$ cat src/rtl/deint_pkg.sv
// Shared geometry and FSM state types for the 4x11 block deinterleaver front-end.
package deint_pkg;

    localparam int unsigned DEINT_ROWS       = 4;
    localparam int unsigned DEINT_COLS       = 11;
    localparam int unsigned DEINT_FRAME_BITS = 44;
    localparam int unsigned COL_W            = 4;
    localparam int unsigned ROW_W            = 2;

    typedef enum logic {
        FILL = 1'b0,
        FULL = 1'b1
    } fill_state_t;

    typedef enum logic {
        IDLE  = 1'b0,
        DRAIN = 1'b1
    } drain_state_t;

endpackage

$ cat src/rtl/deinterleave_frame_ctrl_deinterleaver.sv
// Combinational 44-bit deinterleave permutation: interleaved bit 4c+r lands on bit 11r+c.
module deinterleaver_44bit
    import deint_pkg::*;
(
    input  logic [DEINT_FRAME_BITS-1:0] in_bits,
    output logic [DEINT_FRAME_BITS-1:0] out_bits
);

    always_comb begin
        out_bits = '0;
        for (int unsigned r = 0; r < DEINT_ROWS; r++) begin
            for (int unsigned c = 0; c < DEINT_COLS; c++) begin
                out_bits[r*DEINT_COLS + c] = in_bits[c*DEINT_ROWS + r];
            end
        end
    end

endmodule

$ cat src/rtl/deinterleave_frame_ctrl.sv
// Double-buffered frame controller: fills 11 column beats, deinterleaves, drains 4 rows.
module deinterleave_frame_ctrl
    import deint_pkg::*;
(
    input  logic                  clk,
    input  logic                  rst,
    input  logic                  in_valid,
    output logic                  in_ready,
    input  logic [DEINT_ROWS-1:0] in_data,
    input  logic                  frame_abort,
    output logic                  out_valid,
    input  logic                  out_ready,
    output logic [DEINT_COLS-1:0] out_row,
    output logic [ROW_W-1:0]      out_row_idx,
    output logic                  out_last
);

    fill_state_t                 fill_q, fill_d;
    drain_state_t                drain_q, drain_d;
    logic [COL_W-1:0]            col_q, col_d, wr_col;
    logic [ROW_W-1:0]            row_q, row_d;
    logic [DEINT_FRAME_BITS-1:0] fill_buf, drain_buf, deint_bits;
    logic                        out_hs, last_row_done, transfer, in_hs;

    deinterleaver_44bit u_deint (
        .in_bits  (fill_buf),
        .out_bits (deint_bits)
    );

    // Handshakes and the fill->drain transfer condition.
    always_comb begin
        out_hs        = (drain_q == DRAIN) && out_ready;
        last_row_done = out_hs && (row_q == ROW_W'(DEINT_ROWS - 1));
        transfer      = (fill_q == FULL) && !frame_abort &&
                        ((drain_q == IDLE) || last_row_done);
        in_ready      = !frame_abort && ((fill_q == FILL) || transfer);
        in_hs         = in_valid && in_ready;
    end

    // A beat accepted during a transfer starts the next frame at column 0.
    always_comb begin
        fill_d  = fill_q;
        col_d   = col_q;
        drain_d = drain_q;
        row_d   = row_q;
        wr_col  = (fill_q == FULL) ? '0 : col_q;

        if (frame_abort) begin
            fill_d = FILL;
            col_d  = '0;
        end else begin
            if (transfer) begin
                fill_d = FILL;
            end
            if (in_hs) begin
                if (wr_col == COL_W'(DEINT_COLS - 1)) begin
                    fill_d = FULL;
                    col_d  = '0;
                end else begin
                    col_d = wr_col + 1'b1;
                end
            end
        end

        if (out_hs) begin
            row_d = row_q + 1'b1;
            if (last_row_done) begin
                drain_d = IDLE;
            end
        end
        if (transfer) begin
            drain_d = DRAIN;
            row_d   = '0;
        end
    end

    always_ff @(posedge clk or posedge rst) begin
        if (rst) begin
            fill_q    <= FILL;
            col_q     <= '0;
            drain_q   <= IDLE;
            row_q     <= '0;
            fill_buf  <= '0;
            drain_buf <= '0;
        end else begin
            fill_q  <= fill_d;
            col_q   <= col_d;
            drain_q <= drain_d;
            row_q   <= row_d;
            if (in_hs) begin
                fill_buf[DEINT_ROWS*wr_col +: DEINT_ROWS] <= in_data;
            end
            if (transfer) begin
                drain_buf <= deint_bits;
            end
        end
    end

    // Row outputs come straight from the drain buffer so they hold while stalled.
    always_comb begin
        out_valid   = (drain_q == DRAIN);
        out_row     = '0;
        out_row_idx = '0;
        out_last    = 1'b0;
        if (out_valid) begin
            out_row     = drain_buf[DEINT_COLS*row_q +: DEINT_COLS];
            out_row_idx = row_q;
            out_last    = (row_q == ROW_W'(DEINT_ROWS - 1));
        end
    end

endmodule

$ cat config.mk
export PLATFORM = sky130hd
export DESIGN_NAME = deinterleave_frame_ctrl
export DESIGN_NICKNAME = d
export VERILOG_FILES = /design/src/rtl/deint_pkg.sv /design/src/rtl/deinterleave_frame_ctrl_deinterleaver.sv /design/src/rtl/deinterleave_frame_ctrl.sv
export SDC_FILE = /design/constraint.sdc
export NUM_CORES = 1
export LEC_CHECK = 0
export CAP_MARGIN = 5
export CELL_PAD_IN_SITES_DETAIL_PLACEMENT = 1
export CELL_PAD_IN_SITES_GLOBAL_PLACEMENT = 1
export CORE_ASPECT_RATIO = 1.4
export CORE_MARGIN = 2
export CORE_UTILIZATION = 50
export CTS_BUF_LIST = sky130_fd_sc_hd__clkbuf_8
export DETAILED_ROUTE_END_ITERATION = 12
export DONT_BUFFER_PORTS = 1
export GPL_ROUTABILITY_DRIVEN = 1
export PLACE_DENSITY = 0.83
export SYNTH_ARGS = -nofsm -noshare
export SYNTH_HDL_FRONTEND = slang
export SYNTH_SLANG_ARGS = --single-unit
$ cat constraint.sdc
create_clock -name clk -period 3.4 [get_ports clk]
set_input_delay 0.68 -clock clk [delete_from_list [all_inputs] [get_ports clk]]
set_output_delay 0.68 -clock clk [all_outputs]
set_load 0.005 [all_outputs]
Yosys cells after proc, flatten, opt, wreduce, memory -nomap -nowiden
Index checks and enable logic that the tools add are counted.
- bits in registers: 96
- bits of input ports: 9
- output and inout bits: 16
- logic and storage cells: 47
- add/subtract/negate cells: 3
- multiply operators: 1
- equality and inequality tests: 2
- shift-type cells: 3
- muxes and demuxes: 17
- bitwise operators: 2
- reduce and logical (&&, ||, !) cells: 13
- operators with widths (operator ; count):
    $bwmux 44 ; 1
    $shift 4x34->44 const A ; 1
    $shiftx 4x34->44 ; 1
    $shiftx 44x7->11 ; 1
    $neg 6->34 ; 1
    $mux 4 ; 4
    $mux 11 ; 1
    $mux 1 ; 8
    $logic_and 1x1->1 ; 6
    $mul 4x2->6 const A ; 1
    $mux 2 ; 3
    $reduce_bool 2->1 ; 3
    $add 4x1->4 const B ; 1
    $eq 4x4->1 const B ; 1
    $add 2x1->2 const B ; 1
    $eq 2x2->1 const B ; 1
    $logic_or 1x1->1 ; 2
    $not 1->1 ; 2
    $reduce_and 2->1 ; 1
    $logic_not 1->1 ; 1

Logic depth before layout (Yosys ltp)
Gate-level depths: netlist of the first run.
- depth after elaboration: 9
- depth in mapped cells: 9
- gate-level depth less buffers: 7

Modules after synthesis
From an unflattened synthesis of the first run, not the netlist that was laid out.
- cells, all modules: 372
- area, all modules: 4754.6 µm²
- by module, submodules not included (module ; instances ; cells an instance ; area each (µm²) ; sequential area each (µm²)):
    deinterleave_frame_ctrl ; 1 ; 328 ; 4424.2 ; 2402.3
    deinterleaver_44bit ; 1 ; 44 ; 330.3 ; 0.0

Worst setup path after synthesis of the first run
Ideal clock, no wire load.
- path type: register to register
- start: register fill_q
- end: register fill_buf[24]
- setup time: 0.125 ns
- data arrival time: 2.228 ns
- data required time: 3.275 ns
- slack: 1.048 ns
- cell stages (with the launch flop): 9
- path buffers: 2
- clock period less this slack: 2.352 ns
- cells stage by stage: dfrtp_1 > buf_4 > buf_2 > or2_2 > ha_1 > nand2_1 > nor4b_1 > o211ai_2 > mux2_2
- cells in the longest elaborated chain, start to end: 5
- elaborated cells on any way between the ends: 11
- those cells by class: 1 x add/sub; 2 x shift; 2 x mux; 1 x bitwise; 5 x reduce/logical
- ends and longest elaborated chain (what ; RTL line ; RTL):
    start: declaration ; deinterleave_frame_ctrl.sv:18 ; fill_state_t fill_q, fill_d;
    start signal: assignment ; deinterleave_frame_ctrl.sv:86 ; fill_q <= fill_d;
    branches (longest 5 deep; another with $neg 6->34) ; n/a ;
    end signal: indexed assignment ; deinterleave_frame_ctrl.sv:91 ; fill_buf[DEINT_ROWS*wr_col +: DEINT_ROWS] <= in_data;
    end: declaration ; deinterleave_frame_ctrl.sv:22 ; logic [DEINT_FRAME_BITS-1:0] fill_buf, drain_buf, deint_bits;
Parallel ways; which one is timed is not known.
A chain may end at the register's enable or synchronous reset.

Worst setup path in the final report of the first run
- start: register fill_q
- end: register fill_buf[25]
The elaborated chain is that of the path after synthesis.

==> results of run 1 <==
## metrics by stage
stage	std cells	hold slack, ns	power [mW]
floorplan	335	0.4736	1.557
finish	446	0.3570	2.402
global placement	430	0.4804	1.618
CTS	446	0.3368	2.437
global route	446	0.3471	2.512
detailed placement	430	0.4838	1.641
## synthesized netlist by cell type, types with 2 or more instances
library cell,count
dfrtp_1,96
mux2_2,77
and2_1,16
nand2_1,16
inv_1,12
mux4_2,11
mux2i_1,8
nand2b_1,7
nand3_1,7
nor2b_1,6
a21oi_1,5
buf_2,5
clkbuf_1,5
ha_1,5
nor2_1,5
buf_4,4
mux2_4,4
nor3_2,4
nand3b_1,3
o21ai_0,3
buf_6,2
nand4bb_1,2
o2111ai_4,2
o211ai_2,2
o31ai_1,2
or2_2,2
## worst max-delay path, delay by kind of cell, from the launching register on
kind / cells / cell delay (ns)
AOI/OAI and AO/OA: 1 / 0.27
adders and majority gates: 1 / 0.41
DFF: 1 / 0.65
muxes: 1 / 0.34
and+or+nand+nor: 3 / 1.04
## power groups by stage
stage               clock [mW]  combinational (mW)  sequential (mW)
floorplan                    0               0.280             1.28
global placement             0               0.320             1.30
detailed placement           0               0.338             1.30
CTS                      0.817               0.340             1.28
global route             0.854               0.365             1.29
finish                   0.794               0.328             1.28
## final timing paths
check | depth (start not counted) | start | to
setup / recovery | 6 | fill_q$_DFF_PP0_ | fill_buf[25]$_DFFE_PP0P_
hold / removal | 1 | frame_abort | col_q[2]$_DFFE_PP0P_
setup reg to reg | 6 | fill_q$_DFF_PP0_ | fill_buf[25]$_DFFE_PP0P_
hold reg to reg | 1 | fill_buf[31]$_DFFE_PP0P_ | fill_buf[31]$_DFFE_PP0P_
max in group asynchronous | 2 | rst | col_q[1]$_DFFE_PP0P_
min in group asynchronous | 1 | rst | drain_buf[4]$_DFFE_PP0P_
## area by class of cell
cell class	instances	area, sq um	area share [%]
Sequential cell	96	2402	48.36
Tap cell	107	133.9	2.695
Timing Repair Buffer	5	50.05	1.008
Multi-Input combinational cell	210	2118	42.64
Inverter	12	46.29	0.9320
Clock buffer	12	165.2	3.325
Clock inverter	4	51.30	1.033
## logic make-up (layout without fill, tap and decap cells)
kind of cell | Yosys count | count (layout) | share of synthesized area, %
XOR/XNOR | 3 | 3 | 0.9666
flip-flops | 96 | 96 | 51.54
multiplexers | 101 | 101 | 27.41
adder cells (fa/ha/maj) | 5 | 5 | 1.342
buffers and inverters | 29 | 33 | 3.114
AO/OA/AOI/OAI | 24 | 24 | 4.993
AND/OR/NAND/NOR | 77 | 77 | 10.63
## per-layer routing
metal	vias up	part of all wire, %	GRT usage, %
met2	33	51	34.18
li1	1185	-	-
met1	1390	44	27.63
met4	0	3.0	10.81
met5	-	0	0
met3	17	2.0	2.444
## flip-flops by register name, indices dropped and copies added, names as in the netlist
signal,flops
col_q,4
drain_buf,44
fill_buf,44
fill_q,1
out_valid,1
row_q,2
==> run_results.csv, run 1 <==
group,metric,value,unit
sta,grt_setup_unrepaired,"false",
sta,tightest_slew,1.058,ns
worst_setup_path,critPathKind,"flop to flop",
clocking,cts_root_buffer,"clkbuf_8",
clocking,cts_max_level,3,
worst_setup_path,rrSetupSlack,0.58,ns
clocking,cts.path.max_buffers,2,
clocking,cts_hold_buf,0,
logic_synthesis,synth-edff-count,0,
logic_synthesis,async_flop_share,100.0,%
min_path,min_path_type,"input pin to flop",
clocking,cts_setup_buffers,0,
worst_setup_path,critPathCaptureType,"flop",
routing,via_count,2625,
sta,maxSlewViolCount,0,
logic_synthesis,yosysSeqAreaShare,51.54,%
worst_setup_path,crit_chain,"or2_2 > ha_1 > nand2_1 > nor4b_1 > o211ai_2 > mux2_2",
routing,drc,0,
finish,stdcell_area,4967,sq um
power,ir_drop,0.2971,mV
routing,drtIter0Drc,103,
finish,layout_common_cells,"96 x dfrtp_1, 77 x mux2_2, 16 x nand2_1, 16 x and2_1, 12 x clkbuf_8",
finish,drive_above_1_share,40.41,%
power,swShare,26.37,%
floorplanning,rows,41,
worst_setup_path,critPathSlowestCell,"dfrtp_1",
floorplanning,ios,25,
placement,dp_hpwl,6487,um
sta,period_share,82.97,%
worst_setup_path,start_kind,"flop",
routing,drt.antenna.violating_nets,0,
floorplanning,die_width,85.60,um
worst_setup_path,cp_max_fo,22,
placement,routabilityCongestion,0.8656,
clocking,cts-resized-gates,0,
worst_setup_path,max_stage_delay,0.65,ns
logic_synthesis,syn-num-nets,349,
finish,antenna_cells,0,
routing,wl,9553,um
sta,finClkSkew,0.007667,ns
logic_synthesis,synth_area_leader_cell,"dfrtp_1",
run_status,status,"finished, final reports clean",
clocking,clock-sinks,96,
logic_synthesis,avgSynthCellArea,13.91,sq um
finish,fillers,900,
grt,grt_pass1_vias,2956,
clocking,cts_made_buffers,9,
floorplanning,dieArea,10120,sq um
grt,track_usage,21.07,%
power,leakagePower,2.366,nW
power,seqPwrFrac,53.3,%
grt,grt_overflow_total,0,
finish,final_common_cell,"dfrtp_1",
clocking,clk_pin_slew,0.09,ns
logic_synthesis,synth.distinct_cells,50,
logic_synthesis,synthTopCellsByArea,"dfrtp_1 52%, mux2_2 19%, mux4_2 5.3%",
placement,io_buffers,0,
routing,wl_per_cell,21.42,um
floorplanning,die_h,118.2,um
logic_synthesis,synth_seq_cells,96,
grt,grt_first_pass_wirelength,16300,um
finish,fin_util,55.02,%
sta,setup_violations,0,
grt,antenna_found_initial,0,
power,p_comb_share,13.7,%
logic_synthesis,ys_dominant_reg_cell,"dfrtp_1",
flow_run,drv_cap,0,
worst_setup_path,cp.required,3.66,ns
worst_setup_path,critPathArrivalTime,3.09,ns
grt,grt_max_degree,60,
logic_synthesis,synth_top_cell_area_share,51.54,%
floorplanning,initial_core_util,51.62,%
sta,fmax,0.3545,GHz
sta,tns,0,ns
logic_synthesis,syn_inst,335,
sta,setup_ws,0.5791,ns
power,p_switching,0.6335,mW
power,power.internal,1.769,mW
power,powerDensity,483.7,nW/um^2
routing,drt_first_pass_iters,4,
clocking,clk_latency,0.38,ns
finish,num-nets-final,348,
routing,viasPerCell,5.886,
placement,placed_cell_area,4751,sq um
sta,min_period,2.821,ns
finish,area_delta_synth_final,6.577,%
floorplanning,fp.coreArea,9029,sq um
logic_synthesis,syn_area,4661,sq um
placement,post-place-ws,0.6249,ns
sta,relSlewSlack,29.44,%
clocking,tritoncts,"yes",
power,p_clk_share,33.0,%
logic_synthesis,synth_warnings,0,
sta,hold_viol_final,0,
(Power assumes the default switching activity.)
==> inputs of run 2 (changes only) <==
- ABC_AREA: default -> 1
- CORE_UTILIZATION: 50 -> 46
- clock period: 3.4 -> 2.5 ns (I/O delays scaled with it)
==> run 2 against run 1 <==
  * Worst hold slack worse by 0.35 ns
  * Utilization is 4.3 points lower
  * Sequential power is 42% higher
  * Critical endpoint is now out_row[9]
==> run_results.csv, run 2 <==
group,metric,value,unit
floorplanning,initial_core_util,47.50,%
worst_setup_path,max_stage_delay,0.41,ns
power,powerDensity,751.3,nW/um^2
worst_setup_path,crit_chain,"buf_6 > inv_1 > o21ai_0 > a21oi_1",
grt,grt_max_degree,55,
sta,setup_violations,0,
sta,hold_viol_final,0,
worst_setup_path,rr_worst_depth,9,
floorplanning,fp.coreArea,9459,sq um
logic_synthesis,synth_top_cell_area_share,53.47,%
run_status,status,"finished, final reports clean",
logic_synthesis,synth.distinct_cells,32,
clocking,clk_pin_slew,0.09,ns
routing,drtIter0Drc,151,
finish,antenna_cells,0,
finish,stdcell_area,4801,sq um
worst_setup_path,critPathSlowestCell,"dfrtp_1",
power,seqPwrFrac,50.4,%
worst_setup_path,cp_num_cells,4,
sta,grt_setup_unrepaired,"false",
sta,tns,0,ns
grt,grt_pass1_vias,3669,
sta,min_period,2.279,ns
routing,via_count,3435,
logic_synthesis,yosysSeqAreaShare,53.47,%
logic_synthesis,synth_area_leader_cell,"dfrtp_1",
finish,num-nets-final,520,
routing,drc,0,
sta,fmax,0.4387,GHz
logic_synthesis,synth_seq_cells,96,
clocking,cts.path.max_buffers,2,
logic_synthesis,syn_area,4493,sq um
logic_synthesis,avgSynthCellArea,8.915,sq um
routing,drt.antenna.violating_nets,0,
power,p_clk_share,24.9,%
worst_setup_path,critPathKind,"flop to output port",
power,leakagePower,2.570,nW
routing,wl,11110,um
floorplanning,rows,42,
logic_synthesis,syn_inst,504,
logic_synthesis,synth_common_cells,"112 x nand2_1, 96 x dfrtp_1, 55 x nor2_1",
floorplanning,die_h,120.9,um
placement,io_buffers,0,
worst_setup_path,crit_family,"buffers and inverters",
logic_synthesis,synth-edff-count,0,
placement,dp_hpwl,7978,um
clocking,cts_setup_buffers,0,
sta,finClkSkew,0.01049,ns
logic_synthesis,ys_dominant_reg_cell,"dfrtp_1",
routing,wl_per_cell,17.92,um
worst_setup_path,critPathArrivalTime,1.78,ns
grt,track_usage,23.31,%
logic_synthesis,syn-num-nets,518,
placement,placed_cell_area,4633,sq um
worst_setup_path,start_kind,"flop",
placement,dp_cells,605,
logic_synthesis,synthTopCellsByArea,"dfrtp_1 53%, nand2_1 9.4%, mux2_2 5.0%",
clocking,cts_root_buffer,"clkbuf_8",
grt,grt_overflow_total,0,
grt,antenna_found_initial,0,
worst_setup_path,critPathCaptureType,"output port",
flow_run,drv_cap,0,
finish,layout.cells.non_filler,620,
clocking,clock-sinks,96,
finish,largestRegisters,"drain_buf x44, fill_buf x44, col_q x4",
power,swShare,35.00,%
power,ir_drop,0.3429,mV
clocking,cts_max_level,3,
worst_setup_path,cp.required,2.00,ns
power,p_comb_share,24.6,%
clocking,cts_made_buffers,9,
routing,viasPerCell,5.540,
floorplanning,dieArea,10590,sq um
finish,final_common_cell,"nand2_1",
logic_synthesis,async_flop_share,100.0,%
finish,drive_above_1_share,12.94,%
clocking,tritoncts,"yes",
power,power.internal,2.344,mW
floorplanning,die_width,87.53,um
logic_synthesis,yosysMostFrequentCell,"nand2_1",
sta,tightest_slew,0.5225,ns
floorplanning,ios,25,
finish,layout_common_cells,"112 x nand2_1, 96 x dfrtp_1, 55 x nor2_1, 43 x nand3_1",
worst_setup_path,cp_max_fo,39,
worst_setup_path,rr_startpoint,"fill_q$_DFF_PP0_",
sta,relSlewSlack,65.13,%
finish,area_delta_synth_final,6.850,%
sta,maxSlewViolCount,0,
power,p_switching,1.262,mW
grt,grt_first_pass_wirelength,18650,um
worst_setup_path,worst-path-buf-inv,2,
clocking,clk_latency,0.38,ns
worst_setup_path,crit_start,"row_q[0]$_DFFE_PP0P_",
min_path,min_path_type,"input pin to async pin",
sta,period_share,91.18,%
routing,drt_first_pass_iters,4,
placement,routabilityCongestion,0.8368,
logic_synthesis,synth_warnings,0,
## run 2: cell count changes after synthesis, moves of 16 or more
cell,previous run,this run
nand2_1,16,112
mux2_2,77,20
nor2_1,5,55
a21oi_1,5,42
nand3_1,7,43
inv_1,12,41
o21ai_0,3,25
and2_1,16,0
## run 2: repair_timing
| item | 4_1_cts | 5_1_grt |
|---|---|---|
| hold buffers | 0 | 0 |
| setup endpoints to repair | 0 | 3 |
| resized for setup | 0 | 1 |
## run 2: worst reg2reg max path: stages, from the launching register on
cell	delay, ns
dfrtp_1	0.46
nor2_2	0.25
inv_2	0.15
ha_1	0.26
nand3_1	0.18
nand4_4	0.16
nor2_4	0.31
nand2_1	0.19
nand2_1	0.11
nand2_1	0.06
## run 2: power groups by stage
stage | Sequential (mW) | Combinational, mW | Clock, mW
2_1_floorplan | 1.80 | 0.631 | 0
4_1_cts | 1.82 | 0.897 | 0.928
5_1_grt | 1.84 | 1.01 | 0.985
3_3_place_gp | 1.84 | 0.839 | 0
3_5_place_dp | 1.85 | 0.894 | 0
6_report | 1.82 | 0.888 | 0.899
## run 2: kinds of logic after synthesis
family	Yosys count	share of synthesized area [%]
compound gates	78	9.245
simple gates	230	22.33
flops	96	53.47
fa+ha+maj	5	1.392
xor+xnor	1	0.1950
mux	29	7.268
buf+inv	65	6.098
## run 2: worst paths after layout
check / end / slack, ns
worst min-delay path: drain_buf[10]$_DFFE_PP0P_ / 0.01
worst max-delay path: out_row[9] / 0.22
worst max register to register: fill_buf[43]$_DFFE_PP0P_ / 0.27
min in group clk: fill_q$_DFF_PP0_ / 0.18
max in group asynchronous: fill_buf[36]$_DFFE_PP0P_ / 1.66
worst min register to register: fill_buf[27]$_DFFE_PP0P_ / 0.48
## run 2: metrics by stage
stage / power [mW] / hold slack (ns) / worst slack, ns / utilization [%]
6_report: 3.607 / 0.009817 / 0.2205 / 50.75
5_1_grt: 3.837 / 0.02485 / 0.04558 / 50.75
4_1_cts: 3.642 / 0.01121 / 0.08245 / 50.71
3_5_place_dp: 2.741 / 0.4282 / 0.2809 / 48.98
3_3_place_gp: 2.675 / 0.4159 / 0.4360 / 48.98
2_1_floorplan: 2.435 / 0.4348 / 0.5392 / -
## run 2: area by class of cell
| type | instances | area (sq um) |
|---|---|---|
| Multi-Input combinational cell | 343 | 1817 |
| Fill cell | 1138 | 4658 |
| Clock buffer | 10 | 137.6 |
| Sequential cell | 96 | 2402 |
| Inverter | 46 | 176.4 |
| Timing Repair Buffer | 10 | 103.9 |
| Tap cell | 110 | 137.6 |
| Clock inverter | 5 | 26.28 |
## run 2: metal layers
| metal | wire (um) | vias up | GRT usage [%] |
|---|---|---|---|
| met5 | 0 | - | 0 |
| met4 | 324 | 0 | 11.35 |
| met3 | 254 | 20 | 3.401 |
| met2 | 5612 | 35 | 37.88 |
| met1 | 4922 | 1736 | 30.17 |
| li1 | - | 1644 | - |
